==> src/rtl/fifo_uart_drain_pkg.sv <==
// fifo_uart_drain_pkg: shared FSM encoding and defaults for the FIFO-to-UART drain.
package fifo_uart_drain_pkg;

    typedef enum logic [2:0] {
        IDLE  = 3'd0,
        WAIT  = 3'd1,
        START = 3'd2,
        DATA  = 3'd3,
        STOP  = 3'd4
    } state_t;

    localparam int DEF_CLK_FREQ = 50_000_000;
    localparam int DEF_BAUD     = 115200;
    localparam int WAIT_TIMEOUT = 3;

endpackage

==> src/rtl/fifo_uart_drain_baud_cnt.sv <==
// baud_cnt: free-running bit-period counter, restarted by clr, ticking at terminal count.
module baud_cnt #(
    parameter int BAUD_DIV = 434
) (
    input  logic Clk,
    input  logic srst,
    input  logic clr,
    output logic tick
);

    localparam int W = $clog2(BAUD_DIV);

    logic [W-1:0] cnt;

    assign tick = cnt == W'(BAUD_DIV - 1);

    always_ff @(posedge Clk)
        cnt <= (srst || clr || tick) ? '0 : cnt + 1'b1;

endmodule

==> src/rtl/fifo_uart_drain.sv <==
// fifo_uart_drain: reads bytes from a non-FWFT FIFO and sends each as an 8N1 UART frame.
module fifo_uart_drain
    import fifo_uart_drain_pkg::*;
#(
    parameter int CLK_FREQ = DEF_CLK_FREQ,
    parameter int BAUD     = DEF_BAUD,
    parameter int BAUD_DIV = CLK_FREQ / BAUD
) (
    input  logic       Clk,
    input  logic       srst,
    input  logic       en,
    input  logic       fifo_empty,
    input  logic       fifo_valid,
    input  logic [7:0] fifo_dout,
    output logic       fifo_rd_en,
    output logic       uart_tx,
    output logic       busy,
    output logic       byte_done,
    output logic       rd_err
);

    state_t     state, state_nx;
    logic [7:0] shift;
    logic [2:0] idx;
    logic [1:0] tmo;
    logic       tick, clr, tx_nx, tmo_hit;

    baud_cnt #(.BAUD_DIV(BAUD_DIV)) u_baud (
        .Clk (Clk),
        .srst(srst),
        .clr (clr),
        .tick(tick)
    );

    assign tmo_hit = state == WAIT && !fifo_valid && tmo == 2'(WAIT_TIMEOUT - 1);
    assign clr     = state_nx != state;

    always_ff @(posedge Clk)
        state <= srst ? IDLE : state_nx;

    always_comb begin
        state_nx = state;
        case (state)
            IDLE:    state_nx = fifo_rd_en ? WAIT : IDLE;
            WAIT:    state_nx = fifo_valid ? START : tmo_hit ? IDLE : WAIT;
            START:   state_nx = tick ? DATA : START;
            DATA:    state_nx = (tick && idx == 3'd7) ? STOP : DATA;
            STOP:    state_nx = tick ? IDLE : STOP;
            default: state_nx = IDLE;
        endcase
    end

    // Line level is computed from the next state so uart_tx can be a plain register.
    always_comb begin
        fifo_rd_en = state == IDLE && en && !fifo_empty && !srst;
        busy       = state != IDLE;
        tx_nx      = state_nx == START ? 1'b0 :
                     state_nx == DATA  ? ((state == DATA && tick) ? shift[1] : shift[0]) : 1'b1;
    end

    always_ff @(posedge Clk) begin
        if (srst) begin
            shift     <= '0;
            idx       <= '0;
            tmo       <= '0;
            uart_tx   <= 1'b1;
            byte_done <= 1'b0;
            rd_err    <= 1'b0;
        end else begin
            if (state == WAIT && fifo_valid)
                shift <= fifo_dout;
            else if (state == DATA && tick)
                shift <= shift >> 1;
            idx       <= state == DATA ? idx + 3'(tick) : '0;
            tmo       <= state == WAIT ? tmo + 2'd1 : '0;
            uart_tx   <= tx_nx;
            byte_done <= state == STOP && tick;
            rd_err    <= rd_err | tmo_hit;
        end
    end

endmodule

==> config.mk <==
export PLATFORM = sky130hd
export DESIGN_NAME = fifo_uart_drain
export DESIGN_NICKNAME = d
export VERILOG_FILES = /design/src/rtl/fifo_uart_drain_pkg.sv /design/src/rtl/fifo_uart_drain_baud_cnt.sv /design/src/rtl/fifo_uart_drain.sv
export SDC_FILE = /design/constraint.sdc
export NUM_CORES = 1
export LEC_CHECK = 0
export CAP_MARGIN = 0
export CORE_MARGIN = 2
export CORE_UTILIZATION = 45
export CTS_CLUSTER_SIZE = 10
export DETAILED_ROUTE_END_ITERATION = 10
export GPL_ROUTABILITY_DRIVEN = 0
export GPL_TIMING_DRIVEN = 1
export PLACE_DENSITY = 0.8
export RECOVER_POWER = 50
export SLEW_MARGIN = 40
export SYNTH_ARGS = -nofsm -noshare
export SYNTH_HDL_FRONTEND = slang
export SYNTH_HIERARCHICAL = 1
export SYNTH_SLANG_ARGS = --single-unit
==> constraint.sdc <==
create_clock -name Clk -period 3.85 [get_ports Clk]
set_input_delay 0.385 -clock Clk [delete_from_list [all_inputs] [get_ports Clk]]
set_output_delay 0.385 -clock Clk [all_outputs]
set_load 0.01 [all_outputs]
==> results.yml, run 1 <==
run_status:
  status: "completed"
power:
  power_density_mw_per_mm2: 355
  ir_drop_mv: 0.275
  p_leak_nw: 0.533
  report.power.total_mw: 0.542
sta:
  finalSetupViolCount: 0
  worst_pin_slew_ns: 0.791
  fin_tns_setup_ns: 0
  clock.fmax_mhz: 371
  hold_viol_final: 0
  rsz0062_at_grt: "no"
  skew_ns: 0.00683
  period_minus_slack_ns: 2.70
  slew-limit-headroom_pct: 46.8
  fin_crit_sh_pct: 70.0
  drv_slew: 0
clock_tree:
  holdBufCountCts: 0
  cts_max_path_buffers: 2
  postCtsSetupRepairBufs: 0
  cts_tree: "built"
  post_cts_resized: 0
  htree_levels: 1
  cts-root-buf: "clkbuf_4"
  clk_pin_slew_worst_paths_ns: 0.15
  numCtsBuffers: 3
  cts_sinks: 28
  clkLatencyLatePin_ns: 0.33
route:
  drtIter0Drc: 56
  firstDrtPassIters: 4
  antenna_left: 0
  num_vias: 1110
  drc_errors: 0
  avgRoutedWirePerCell_um: 12.9
  routed_wl_um: 2520
  viasPerCell: 5.66
critical_path:
  path_cells: "or3_1 -> nor3_1 -> nand4_1 -> a31oi_1 -> o21ai_0 -> nand3_1 -> nor2_1 -> o31ai_4 -> nor2_1"
  ff2ff_setup_slack_ns: 1.15
  cp_common_cell: "nor2_1"
  cp_num_buf_inv: 0
  r2r-start: "u_baud/cnt[2]"
  end_kind: "flip-flop"
  critPathKind: "reg2reg"
  worst_setup_path_start_kind: "flip-flop"
  critical_path.top_delay_family: "simple AND/OR/NAND/NOR gates"
  worstPathRequired_ns: 4.07
  cp.arrival_ns: 2.92
  cp_slowest_cell: "nor3_1"
  cp_max_fo: 8
  r2r-end: "u_baud/cnt[4]"
  rr_worst_depth: 9
  critPathMaxStageDelay_ns: 0.64
global_route:
  grt_first_pass_wirelength_um: 4170
  grt_max_degree: 20
  grt-ovfl-total: 0
  grt_use_total_pct: 15.8
  antenna_found_initial: 0
  grt_pass1_vias: 1008
floorplanning:
  boundaryPins: 18
  coreArea_sq_mm: 0.00276
  fp.dieH_um: 57.8
  initial_utilization_pct: 47.2
  die_w_um: 57.8
  die_area_sq_mm: 0.00334
  row_count: 19
synth:
  ys.flop_type: "dfxtp_1"
  synth_area_leaders: "dfxtp_1, nor2_1, nand2_1"
  yosysTopAreaCell: "dfxtp_1"
  synthArstFlopShare_pct: 0
  synth_warnings: 6
  yosysSeqAreaShare_pct: 43.0
  syn_nets: 168
  syn_area_sq_mm: 0.00130
  netlist.area_leader.share_pct: 43.0
  synth_common_cells: "dfxtp_1, nor2_1, nand2_1"
  synth_edf_count: 0
  synth_area_per_cell_sq_um: 8.68
  synth_most_common_cell: "dfxtp_1"
  syn_inst: 150
  ys_ff_latch: 28
  ys_types: 38
finish:
  syn2layout_area_growth_pct: 17.1
  nNetsFinal: 184
  fillCellCount: 254
  drive_above_1_share_pct: 5.45
  instances_no_fill: 196
  antennaDiodeCount: 0
  stdcell_area_sq_mm: 0.00153
placement:
  place_inst: 192
  hpwl_um: 1930
  placed_cell_area_sq_mm: 0.00148
  io_buffers: 17
worst_hold_path:
  worstHoldPathType: "reg2reg"
  min_to: "tmo[0]"
  worstHoldStart: "tmo[0]"
  hold_path_depth: 1
flow_run:
  max_cap_viol_count: 0
==> report_power, final <==
part	switching, mW	internal (mW)
combinational	0.0233	0.0238
sequential	0.00665	0.297
clock	0.0864	0.105
==> layer usage <==
metal  track usage, %  vias to the layer above  part of all wire (%)  wire (um)
li1                 -                      562                     -          -
met1             19.3                      517                    46       1150
met2             27.4                       28                    49       1250
met3             2.68                        3                   4.0        101
met4             6.31                        0                  0.95         24
met5                0                        -                     0          0
==> registers in the layout, summed over array words and instances (netlist names) <==
| name | count |
|---|---|
| uart_tx | 1 |
| idx | 3 |
| tmo | 2 |
| shift | 8 |
| rd_err | 1 |
| byte_done | 1 |
| u_baud/cnt | 9 |
| state | 3 |
==> worst register-to-register path: stages (launching register included) <==
cell,delay [ns]
dfxtp_1,0.39
or3_1,0.44
nor3_1,0.64
nand4_1,0.31
a31oi_1,0.24
o21ai_0,0.10
nand3_1,0.13
nor2_1,0.09
o31ai_4,0.15
nor2_1,0.11
==> cells by family (layout without fill, tap and decap cells) <==
group                      count (synthesis)  after routing  synth area share [%]
AOI/OAI and AO/OA                         27             27                  15.3
DFF                                       28             28                  43.0
muxes                                      2              2                  1.54
buffers and inverters                     12             27                  4.52
adders and majority gates                  6              6                  5.57
and+or+nand+nor                           71             71                  27.4
xor gates and xnor gates                   4              4                  2.69
==> cells in the final DEF (no fill, tap or decap), types with 2 or more instances in the layout <==
master,count
clkdlybuf4s50_1,12
ha_1,5
a211oi_1,2
xor2_1,2
xnor2_1,2
a21oi_1,5
and2_1,2
mux2i_1,2
or3_1,7
nor2_1,21
inv_1,5
nand3_1,6
nand2_1,19
o21ai_0,7
a311oi_1,7
clkbuf_4,3
dlygate4sd3_1,5
nand4_1,3
dfxtp_1,28
nor3_1,5
==> metrics by stage <==
step / hold WS (ns) / setup slack, ns / utilization [%]
after floorplan: 0.397 / 1.67 / -
after global placement: 0.405 / 1.25 / 53.5
after detailed placement: 0.421 / 1.18 / 53.5
after CTS: 0.441 / 1.16 / 55.4
after global routing: 0.468 / 0.856 / 55.3
final: 0.446 / 1.15 / 55.3
==> cell type report <==
class	instances	area [sq um]	share of cell area, %
clock buffer	3	22.5	1.48
multi-input combinational	110	681	44.6
clock inverter	1	30.0	1.97
inverter	6	22.5	1.48
sequential	28	561	36.8
timing repair buffer	17	170	11.2
tap	31	38.8	2.54
==> how the worst max path moves through the flow <==
stage | start | end | slack, ns | depth (start not counted)
2_1_floorplan | u_baud/cnt[2] | u_baud/cnt[2] | 1.67 | 9
3_3_place_gp | srst | fifo_rd_en | 1.25 | 5
3_5_place_dp | u_baud/cnt[2] | u_baud/cnt[4] | 1.18 | 9
4_1_cts | u_baud/cnt[2] | u_baud/cnt[4] | 1.16 | 9
5_1_grt | u_baud/cnt[2] | shift[1] | 0.86 | 6
6_report | u_baud/cnt[2] | u_baud/cnt[4] | 1.15 | 9
No activity file was read; power rests on OpenSTA's default activity.
==> run 2, diff against run 1 <==
==> constraint.sdc (replaced) <==
create_clock -name Clk -period 2.8 [get_ports Clk]
set_input_delay 0.28 -clock Clk [delete_from_list [all_inputs] [get_ports Clk]]
set_output_delay 0.28 -clock Clk [all_outputs]
set_load 0.01 [all_outputs]
==> run 2 against run 1 <==
Against the previous run:
- wire length fell by 0.83%
- clock skew rose by 0.011 ns
- sequential share of layout area fell by 0.36 points
- combinational power rose by 43%
- core utilization rose by 0.54 points
- flip-flop and latch count did not move
- worst setup slack got worse by 0.61 ns
- largest cell class unchanged
==> results.yml, run 2 (synthesis gave the netlist of run 1 again) <==
global_route:
  grt_max_degree: 19
  grt-ovfl-total: 0
  grt_pass1_vias: 1061
  grt_use_total_pct: 16.2
  grt_first_pass_wirelength_um: 4370
  antenna_found_initial: 0
route:
  viasPerCell: 5.56
  num_vias: 1101
  avgRoutedWirePerCell_um: 12.6
  drc_errors: 0
  antenna_left: 0
  routed_wl_um: 2500
  firstDrtPassIters: 4
  drtIter0Drc: 37
floorplanning:
  die_area_sq_mm: 0.00334
  initial_utilization_pct: 47.2
  die_w_um: 57.8
  fp.dieH_um: 57.8
  row_count: 19
  boundaryPins: 18
  coreArea_sq_mm: 0.00276
worst_hold_path:
  worstHoldPathType: "reg2reg"
clock_tree:
  cts-root-buf: "clkbuf_4"
  numCtsBuffers: 3
  cts_tree: "built"
  cts_max_path_buffers: 2
  postCtsSetupRepairBufs: 0
  post_cts_resized: 0
  holdBufCountCts: 0
  clk_pin_slew_worst_paths_ns: 0.16
  htree_levels: 1
  cts_sinks: 28
  clkLatencyLatePin_ns: 0.33
finish:
  instances_no_fill: 198
  drive_above_1_share_pct: 6.59
  syn2layout_area_growth_pct: 18.3
  final_cell_mix: "dfxtp_1, nor2_1, nand2_1"
  antennaDiodeCount: 0
  largest_reg_flops: 9
  nNetsFinal: 186
  reg.largest.list: "u_baud/cnt x9, shift x8"
  regMostFlops: "u_baud/cnt"
  final_common_cell: "dfxtp_1"
  fillCellCount: 241
power:
  pwr-share-comb_pct: 9.0
  p_seq_share_pct: 55.8
  p_int_mw: 0.587
  ir_drop_mv: 0.324
  p_leak_nw: 0.540
  report.power.total_mw: 0.747
  swShare_pct: 21.4
  clock_power_share_pct: 35.2
  p_switching_mw: 0.159
  power_density_mw_per_mm2: 485
sta:
  fin_tns_setup_ns: 0
  slew-limit-headroom_pct: 51.6
  skew_ns: 0.0179
  fin_crit_sh_pct: 80.5
  period_minus_slack_ns: 2.25
  worst_pin_slew_ns: 0.723
  finalSetupViolCount: 0
  hold_viol_final: 0
  rsz0062_at_grt: "no"
  drv_slew: 0
  clock.fmax_mhz: 444
run_status:
  status: "completed"
critical_path:
  cp.arrival_ns: 2.50
  cp_max_fo: 13
  worst_setup_path_start_kind: "flip-flop"
  path_cells: "or3_1 -> nor3_1 -> buf_4 -> mux2i_1 -> nor3_2 -> nor2_1 -> a311oi_1"
  critPathMaxStageDelay_ns: 0.56
  worstPathRequired_ns: 3.05
  end_kind: "flip-flop"
  critPathKind: "reg2reg"
  cp_slowest_cell: "nor3_2"
placement:
  hpwl_um: 1860
  io_buffers: 17
  place_inst: 194
flow_run:
  max_cap_viol_count: 0
run 2: cell types whose count changed in the layout (fill, tap and decap cells not counted):
| cell | before | now |
|---|---|---|
| dlygate4sd3_1 | 5 | 3 |
| buf_4 | 0 | 2 |
| clkdlybuf4s50_1 | 12 | 14 |
run 2: area by class of cell:
cell class / instances / area (sq um) / share of cell area [%]
Clock buffer: 3 / 22.5 / 1.46
Clock inverter: 1 / 30.0 / 1.95
Inverter: 6 / 22.5 / 1.46
Multi-Input combinational cell: 110 / 681 / 44.2
Sequential cell: 28 / 561 / 36.4
Tap cell: 31 / 38.8 / 2.52
Timing Repair Buffer: 19 / 185 / 12.0
run 2: worst paths after layout:
path,start,endpoint,slack [ns],depth (start not counted)
worst max-delay path,u_baud/cnt[2],shift[6],0.55,7
worst min-delay path,tmo[0],tmo[0],0.43,1
worst max register to register,u_baud/cnt[2],shift[6],0.55,7
worst min register to register,tmo[0],tmo[0],0.43,1
run 2: critical path, delay by kind of cell (launching register included):
kind	cells	cell delay, ns
AND/OR/NAND/NOR	4	1.26
multiplexers	1	0.09
flip-flops	1	0.38
buffers and inverters	1	0.18
AO/OA/AOI/OAI	1	0.27
run 2: power groups by stage:
stage	registers (mW)	logic [mW]	clock network, mW
after CTS	0.417	0.0689	0.272
after floorplan	0.422	0.0406	0
after global placement	0.425	0.0653	0
after global routing	0.418	0.0753	0.282
final	0.417	0.0675	0.263
after detailed placement	0.425	0.0686	0
run 2: per-layer routing:
metal	up-vias	GRT usage, %	share of wire (%)
li1	570	-	-
met1	509	20.3	46
met2	20	28.4	50
met3	2	2.90	3.6
met4	0	4.65	0.76
met5	-	0	0
run 2: stage by stage:
stage	util [%]	setup slack (ns)	hold slack (ns)	instance area, sq um
6_report	55.9	0.547	0.433	1540
5_1_grt	55.9	0.366	0.459	1540
3_5_place_dp	54.0	0.569	0.411	1490
4_1_cts	55.9	0.537	0.433	1540
2_1_floorplan	-	0.618	0.358	1300
3_3_place_gp	54.0	0.681	0.405	1490
